### config.mk
export PLATFORM = sky130hd
export DESIGN_NAME = vga_timing
export DESIGN_NICKNAME = d
export VERILOG_FILES = /design/src/rtl/vga_pkg.sv /design/src/rtl/vga_pipe_delay.sv /design/src/rtl/vga_timing.sv
export SDC_FILE = /design/constraint.sdc
export NUM_CORES = 1
export LEC_CHECK = 0
export ABC_AREA = 1
export CORE_UTILIZATION = 52
export DETAILED_ROUTE_END_ITERATION = 10
export HOLD_SLACK_MARGIN = 0.15
export PLACE_DENSITY = 0.8
export SLEW_MARGIN = 20
export SYNTH_ARGS = -nofsm -noshare
export SYNTH_HDL_FRONTEND = slang
export SYNTH_SLANG_ARGS = --single-unit
### constraint.sdc
create_clock -name pix_clk -period 2 [get_ports pix_clk]
set_input_delay 0.2 -clock pix_clk [delete_from_list [all_inputs] [get_ports pix_clk]]
set_output_delay 0.2 -clock pix_clk [all_outputs]
set_load 0.05 [all_outputs]
### src/rtl/vga_pkg.sv
`timescale 1ns/1ps
`default_nettype none
//============================================================================
// Module : vga_pkg
// Brief  : Shared 640x480@60 timing constants, NES image geometry and the
//          9-bit RRRGGGBBB colour type used by the VGA output stage.
// Rev    : 1.0  initial release
//============================================================================
package vga_pkg;

    typedef logic [8:0] rgb9_t;

    localparam int VGA_H_ACTIVE = 640;
    localparam int VGA_H_FP     = 16;
    localparam int VGA_H_SYNC   = 96;
    localparam int VGA_H_BP     = 48;
    localparam int VGA_V_ACTIVE = 480;
    localparam int VGA_V_FP     = 10;
    localparam int VGA_V_SYNC   = 2;
    localparam int VGA_V_BP     = 33;
    localparam int VGA_H_TOTAL  = VGA_H_ACTIVE + VGA_H_FP + VGA_H_SYNC + VGA_H_BP;
    localparam int VGA_V_TOTAL  = VGA_V_ACTIVE + VGA_V_FP + VGA_V_SYNC + VGA_V_BP;

    localparam int NES_W       = 256;
    localparam int NES_H       = 240;
    localparam int SCALE_SHIFT = 1;

    // Colour bar k: each primary fully on when its bit of k is set.
    function automatic rgb9_t bar_rgb(input logic [2:0] k);
        return {{3{k[2]}}, {3{k[1]}}, {3{k[0]}}};
    endfunction

endpackage
`default_nettype wire

### src/rtl/vga_pipe_delay.sv
`timescale 1ns/1ps
`default_nettype none
//============================================================================
// Module : vga_pipe_delay
// Brief  : WIDTH x DEPTH shift register with a synchronous reset value.
// Rev    : 1.0  initial release
//============================================================================
module vga_pipe_delay #(
    parameter int               WIDTH     = 1,
    parameter int               DEPTH     = 1,
    parameter logic [WIDTH-1:0] RESET_VAL = '0
) (
    input  wire logic             clk,
    input  wire logic             rst,
    input  wire logic [WIDTH-1:0] i_d,
    output logic      [WIDTH-1:0] o_q
);

    logic [WIDTH-1:0] w_chain [DEPTH+1];

    assign w_chain[0] = i_d;

    for (genvar i = 0; i < DEPTH; i++) begin : g_stage
        logic [WIDTH-1:0] r_q;

        always_ff @(posedge clk) begin
            if (rst) begin
                r_q <= RESET_VAL;
            end else begin
                r_q <= w_chain[i];
            end
        end

        assign w_chain[i+1] = r_q;
    end

    assign o_q = w_chain[DEPTH];

endmodule
`default_nettype wire

### src/rtl/vga_timing.sv
`timescale 1ns/1ps
`default_nettype none
//============================================================================
// Module : vga_timing
// Brief  : 640x480@60 raster generator, 2x-scaled centred 256x240 frame
//          buffer addressing, colour re-alignment and DAC/sync pin drive.
// Config : VGA_TESTPAT_EN adds tp_sel, replacing the image with 8 colour bars.
// Rev    : 1.0  initial release
//============================================================================
module vga_timing
    import vga_pkg::*;
#(
    parameter int         H_ACTIVE   = VGA_H_ACTIVE,
    parameter int         H_FP       = VGA_H_FP,
    parameter int         H_SYNC     = VGA_H_SYNC,
    parameter int         H_BP       = VGA_H_BP,
    parameter int         V_ACTIVE   = VGA_V_ACTIVE,
    parameter int         V_FP       = VGA_V_FP,
    parameter int         V_SYNC     = VGA_V_SYNC,
    parameter int         V_BP       = VGA_V_BP,
    parameter int         X_OFFSET   = 64,
    parameter int         FB_LATENCY = 1,
    parameter logic [8:0] BORDER_RGB = 9'h000
) (
    input  wire logic       pix_clk,
    input  wire logic       reset,
    output logic      [7:0] pix_ptr_x,
    output logic      [7:0] pix_ptr_y,
    input  wire logic [8:0] rgb,
`ifdef VGA_TESTPAT_EN
    input  wire logic       tp_sel,
`endif
    output logic      [2:0] vga_r,
    output logic      [2:0] vga_g,
    output logic      [2:0] vga_b,
    output logic            vga_hs,
    output logic            vga_vs,
    output logic            vga_blank,
    output logic            vblank_start
);

    localparam logic [9:0] c_h_last   = 10'(H_ACTIVE + H_FP + H_SYNC + H_BP - 1);
    localparam logic [9:0] c_v_last   = 10'(V_ACTIVE + V_FP + V_SYNC + V_BP - 1);
    localparam logic [9:0] c_h_act    = 10'(H_ACTIVE);
    localparam logic [9:0] c_v_act    = 10'(V_ACTIVE);
    localparam logic [9:0] c_hs_start = 10'(H_ACTIVE + H_FP);
    localparam logic [9:0] c_hs_end   = 10'(H_ACTIVE + H_FP + H_SYNC);
    localparam logic [9:0] c_vs_start = 10'(V_ACTIVE + V_FP);
    localparam logic [9:0] c_vs_end   = 10'(V_ACTIVE + V_FP + V_SYNC);
    localparam logic [9:0] c_x_lo     = 10'(X_OFFSET);
    localparam logic [9:0] c_x_hi     = 10'(X_OFFSET + (NES_W << SCALE_SHIFT));
    localparam logic [7:0] c_last_row = 8'(NES_H - 1);

    logic [9:0] r_h_cnt;
    logic [9:0] r_v_cnt;

    always_ff @(posedge pix_clk) begin
        if (reset) begin
            r_h_cnt <= '0;
            r_v_cnt <= '0;
        end else if (r_h_cnt == c_h_last) begin
            r_h_cnt <= '0;
            r_v_cnt <= (r_v_cnt == c_v_last) ? 10'd0 : r_v_cnt + 10'd1;
        end else begin
            r_h_cnt <= r_h_cnt + 10'd1;
        end
    end

    logic w_active;
    logic w_hs_n;
    logic w_vs_n;
    logic w_img;

    assign w_active = (r_h_cnt < c_h_act) && (r_v_cnt < c_v_act);
    assign w_hs_n   = !((r_h_cnt >= c_hs_start) && (r_h_cnt < c_hs_end));
    assign w_vs_n   = !((r_v_cnt >= c_vs_start) && (r_v_cnt < c_vs_end));
    assign w_img    = w_active && (r_h_cnt >= c_x_lo) && (r_h_cnt < c_x_hi);

    logic [7:0] r_ptr_x;
    logic [7:0] r_ptr_y;

    // Blanked rows park on the last image row so the frame buffer never sees an out-of-range row.
    always_ff @(posedge pix_clk) begin
        if (reset) begin
            r_ptr_x <= '0;
            r_ptr_y <= '0;
        end else begin
            r_ptr_x <= w_img ? 8'((r_h_cnt - c_x_lo) >> SCALE_SHIFT) : 8'd0;
            r_ptr_y <= (r_v_cnt < c_v_act) ? 8'(r_v_cnt >> SCALE_SHIFT) : c_last_row;
        end
    end

    assign pix_ptr_x = r_ptr_x;
    assign pix_ptr_y = r_ptr_y;

    logic w_act_dly;
    logic w_hs_n_dly;
    logic w_vs_n_dly;
    logic w_img_dly;

`ifdef VGA_TESTPAT_EN
    localparam int c_dl_w = 7;
    logic [2:0] w_bar_raw;
    logic [2:0] w_bar_dly;
    assign w_bar_raw = 3'(((r_h_cnt - c_x_lo) >> SCALE_SHIFT) >> 5);
`else
    localparam int c_dl_w = 4;
`endif

    // Idle value: inactive, syncs deasserted, outside the image.
    localparam logic [c_dl_w-1:0] c_dl_rst = c_dl_w'(4'b0110);

    logic [c_dl_w-1:0] w_dl_in;
    logic [c_dl_w-1:0] w_dl_out;

`ifdef VGA_TESTPAT_EN
    assign w_dl_in = {w_bar_raw, w_active, w_hs_n, w_vs_n, w_img};
    assign {w_bar_dly, w_act_dly, w_hs_n_dly, w_vs_n_dly, w_img_dly} = w_dl_out;
`else
    assign w_dl_in = {w_active, w_hs_n, w_vs_n, w_img};
    assign {w_act_dly, w_hs_n_dly, w_vs_n_dly, w_img_dly} = w_dl_out;
`endif

    vga_pipe_delay #(
        .WIDTH     (c_dl_w),
        .DEPTH     (FB_LATENCY + 1),
        .RESET_VAL (c_dl_rst)
    ) u_align (
        .clk (pix_clk),
        .rst (reset),
        .i_d (w_dl_in),
        .o_q (w_dl_out)
    );

    rgb9_t w_sel;

    always_comb begin
        w_sel = '0;
        if (w_img_dly) begin
            w_sel = rgb;
`ifdef VGA_TESTPAT_EN
            if (tp_sel) begin
                w_sel = bar_rgb(w_bar_dly);
            end
`endif
        end else if (w_act_dly) begin
            w_sel = BORDER_RGB;
        end
    end

    rgb9_t r_col;
    logic  r_hs;
    logic  r_vs;
    logic  r_blank;
    logic  r_vbs;

    always_ff @(posedge pix_clk) begin
        if (reset) begin
            r_col   <= '0;
            r_hs    <= 1'b1;
            r_vs    <= 1'b1;
            r_blank <= 1'b1;
            r_vbs   <= 1'b0;
        end else begin
            r_col   <= w_sel;
            r_hs    <= w_hs_n_dly;
            r_vs    <= w_vs_n_dly;
            r_blank <= !w_act_dly;
            r_vbs   <= (r_h_cnt == 10'd0) && (r_v_cnt == c_v_act);
        end
    end

    assign vga_r        = r_col[8:6];
    assign vga_g        = r_col[5:3];
    assign vga_b        = r_col[2:0];
    assign vga_hs       = r_hs;
    assign vga_vs       = r_vs;
    assign vga_blank    = r_blank;
    assign vblank_start = r_vbs;

endmodule
`default_nettype wire

==> reports/results.tsv, run 1 <==
metric	value	unit
wire per inst	12.1	microns
CP Capture Type	flop	
multiplexer area fraction after synthesis	0	
reg2reg start	r_h_cnt[6]	
diode count	0	
Area growth, synth to finish	28.7	%
hold depth	3	
initial core utilization	0.555	
Tmin final	1.74	ns
Finished Cell Area	2940	sq um
setup TNS	0	ns
Resize count post-CTS	0	
Critical Path RT	2.22	ns
Placed Area	2720	sq um
DIE AREA	4660	sq um
post-synthesis net count	313	
number of flops mapped to enable cells by yosys	0	
# setup viols final	0	
RSZ-0062 raised after global routing	false	
Root Buffer	clkbuf_8	
most used cell, CP	inv_2	
CTS max path bufs	2	
WL final	4.77	mm
worst-path maximum fanout	12	
IR drop worst, VDD	0.000641	V
leakage power	0.00128	uW
XOR/XNOR share of the synthesized area	0.00384	
Inserted Clock Buffers	9	
Via-to-Cell Ratio	4.89	
Cell Rows	23	
count of state elements after synthesis	57	
Synth Area in Compound Gates	0.0816	
FF-to-FF path depth	9	
final-report max-slew violation count	0	
Synth area leaders	dfxtp_1, inv_1, nand2_1	
Arrival @ worst endpoint	1.96	ns
worst hold endpoint	r_col[1]	
synthesized-area fraction occupied by adder cells	0.0493	
pin count of the biggest net entering global routing	15	
GRT Util Overall	0.242	
clk_skew	0.00324	ns
Main synth FF type	dfxtp_1	
Max Cap Viol	0	
CP cell instances	inv_1 -> ha_1 -> inv_2 -> nor2_1 -> nand2_1 -> nor2_4 -> nor2_2 -> inv_2 -> a21boi_1	
DRT iter0 DRCs	136	
global route overflow	0	
simple-gate portion of the synthesized area	0.266	
CTS H-tree depth	3	
Setup Fix Bufs, Post-CTS	0	
top cell type by total area after synthesis	dfxtp_1	
Hold Crit Class	in -> reg	
Mapped Area	2280	sq um
Final Cycle Share	0.869	
Critical Path Slowest Stage Cell	dfxtp_1	
synthesized instance count	293	
first drt pass iteration count	4	
vias in the first global route	1775	
r2r setup slk	0.26	ns
CP Launch Type	flop	
Synth cell types	30	
Worst R2R End	r_v_cnt[4]	
via count	1933	
final setup margin	0.262	ns
Final HPWL DP	3.37	mm
clock-pin transition on the worst setup and hold timing paths	0.06	ns
biggest cell delay along the critical path	0.34	ns
fmax	575	MHz
Ys Warns	0	
sequential area share after synthesis	0.500	
status	completed	
PortBufs	39	
DIE HEIGHT	68.3	microns
first-pass GRT wire length	7.98	mm
total clock sinks	57	
I/O Pins	40	
CTS tree	yes	
Post-layout nets	360	
Synth top area share	0.500	
DRC violations left	0	
RD Place Congestion	0.898	
clk_lat worst skew	0.34	ns
Routed Antenna Nets	0	
pwr/cell area	823	nW/um^2
Post-CTS Hold Fix Bufs	0	
core region area	4120	sq um
antenna violations before repair	0	
Final Hold Vio Count	0	
Slew headroom	0.658	
worst-margin pin slew	0.511	ns
Pwr Total	2420	uW
syn_area_per_cell	7.79	sq um
hold path startpoint	rgb[1]	
width of the die	68.3	microns
DP Worst Slack	0.244	ns
Setup CP Type	reg -> reg	
layout cells sized above 1	0.107	
combinational family with the most area after synthesis	simple AND/OR/NAND/NOR gates	
Synth async-reset ratio	0	
==> worst max-delay path: cells and delay by family, from the launching register on <==
kind	cells	cell delay, ns
compound gates	1	0.08
fa+ha+maj	1	0.28
flops	1	0.34
simple gates	4	0.57
buf+inv	3	0.36
==> state kept, by name (all words and copies together) (netlist names) <==
signal	count
vga_blank	1
r_col	9
r_v_cnt	10
pix_ptr_y	8
u_align.g_stage.r_q	4
pix_ptr_x	8
u_align.o_q	4
r_h_cnt	10
vblank_start	1
vga_vs	1
vga_hs	1
==> kinds of logic (layout without fill, tap and decap cells) <==
| logic type | count (synthesis) | in the layout |
|---|---|---|
| buf+inv | 57 | 109 |
| simple gates | 135 | 135 |
| compound gates | 34 | 34 |
| flops | 57 | 57 |
| xor+xnor | 1 | 1 |
| fa+ha+maj | 9 | 9 |
==> cells in the final DEF, fill, tap and decap left out <==
cell type	n
ha_1	9
inv_1	47
o21ai_2	1
buf_4	1
clkinv_2	1
a21boi_1	1
bufinv_16	2
o21ai_1	4
o21ai_0	9
nand3_2	1
nor2_2	3
nand2_1	45
nand3_1	17
nand4_1	5
clkbuf_1	3
a21oi_1	17
nand2_4	1
inv_2	4
nor4_1	1
nor2_4	1
clkbuf_8	11
nor3_1	8
clkinv_1	1
or2_2	5
xnor2_1	1
nor2_1	43
clkdlybuf4s50_1	39
o2111ai_1	1
nand2_2	5
o21bai_2	1
dfxtp_1	57
==> layer usage <==
layer | part of all wire | GRT usage | up-vias
li1 | - | - | 1008
met2 | 0.46 | 0.375 | 58
met3 | 0.062 | 0.102 | 13
met4 | 0.019 | 0.104 | 0
met5 | 0 | 0 | -
met1 | 0.46 | 0.291 | 854
==> layout make-up <==
| class | count | area, sq um |
|---|---|---|
| Fill cell | 330 | 1180 |
| Sequential cell | 57 | 1140 |
| Multi-Input combinational cell | 179 | 915 |
| Timing Repair Buffer | 40 | 398 |
| Inverter | 53 | 200 |
| Clock buffer | 14 | 163 |
| Tap cell | 50 | 62.6 |
| Clock inverter | 2 | 60.1 |
==> worst max-delay path by stage <==
stage / from / to
6_report: r_h_cnt[6] / r_v_cnt[4]
5_1_grt: r_h_cnt[6] / r_v_cnt[1]
4_1_cts: r_h_cnt[6] / r_v_cnt[4]
3_5_place_dp: reset / r_col[6]
3_3_place_gp: reset / r_col[2]
2_1_floorplan: r_h_cnt[6] / r_v_cnt[5]
==> Yosys cell counts, types with 4 or more instances <==
cell,count
a21oi_1,17
nand3_1,17
nor3_1,8
inv_2,4
nand2_1,45
nor2_1,43
nand4_1,5
o21ai_0,9
nand2_2,5
o21ai_1,4
dfxtp_1,57
or2_2,5
ha_1,9
inv_1,47
==> where the power goes <==
| group | leakage (uW) | switching [uW] | total, uW | internal [uW] |
|---|---|---|---|---|
| combinational | 0.000708 | 36.5 | 68.0 | 31.5 |
| clock | 0.000111 | 430 | 1200 | 771 |
| sequential | 0.000461 | 6.15 | 1150 | 1140 |
==> stage by stage <==
step | hold WS [ns] | instances | utilization
3_5_place_dp | 0.370 | 379 | 0.660
2_1_floorplan | 0.312 | 293 | -
4_1_cts | 0.375 | 395 | 0.714
3_3_place_gp | 0.374 | 379 | 0.660
5_1_grt | 0.380 | 395 | 0.714
6_report | 0.380 | 395 | 0.714
No activity file was read; power rests on OpenSTA's default activity.
==> run 2: changes to the inputs <==
--- a/config.mk
+++ b/config.mk
@@ -6,6 +6,7 @@
 export NUM_CORES = 1
 export LEC_CHECK = 0
 export ABC_AREA = 1
+export ABC_CLOCK_PERIOD_IN_PS = 2000
 export CORE_UTILIZATION = 52
 export DETAILED_ROUTE_END_ITERATION = 10
 export HOLD_SLACK_MARGIN = 0.15
==> results of run 2 <==
Same layout as run 1: the final DEF is identical, and so are final timing and power.
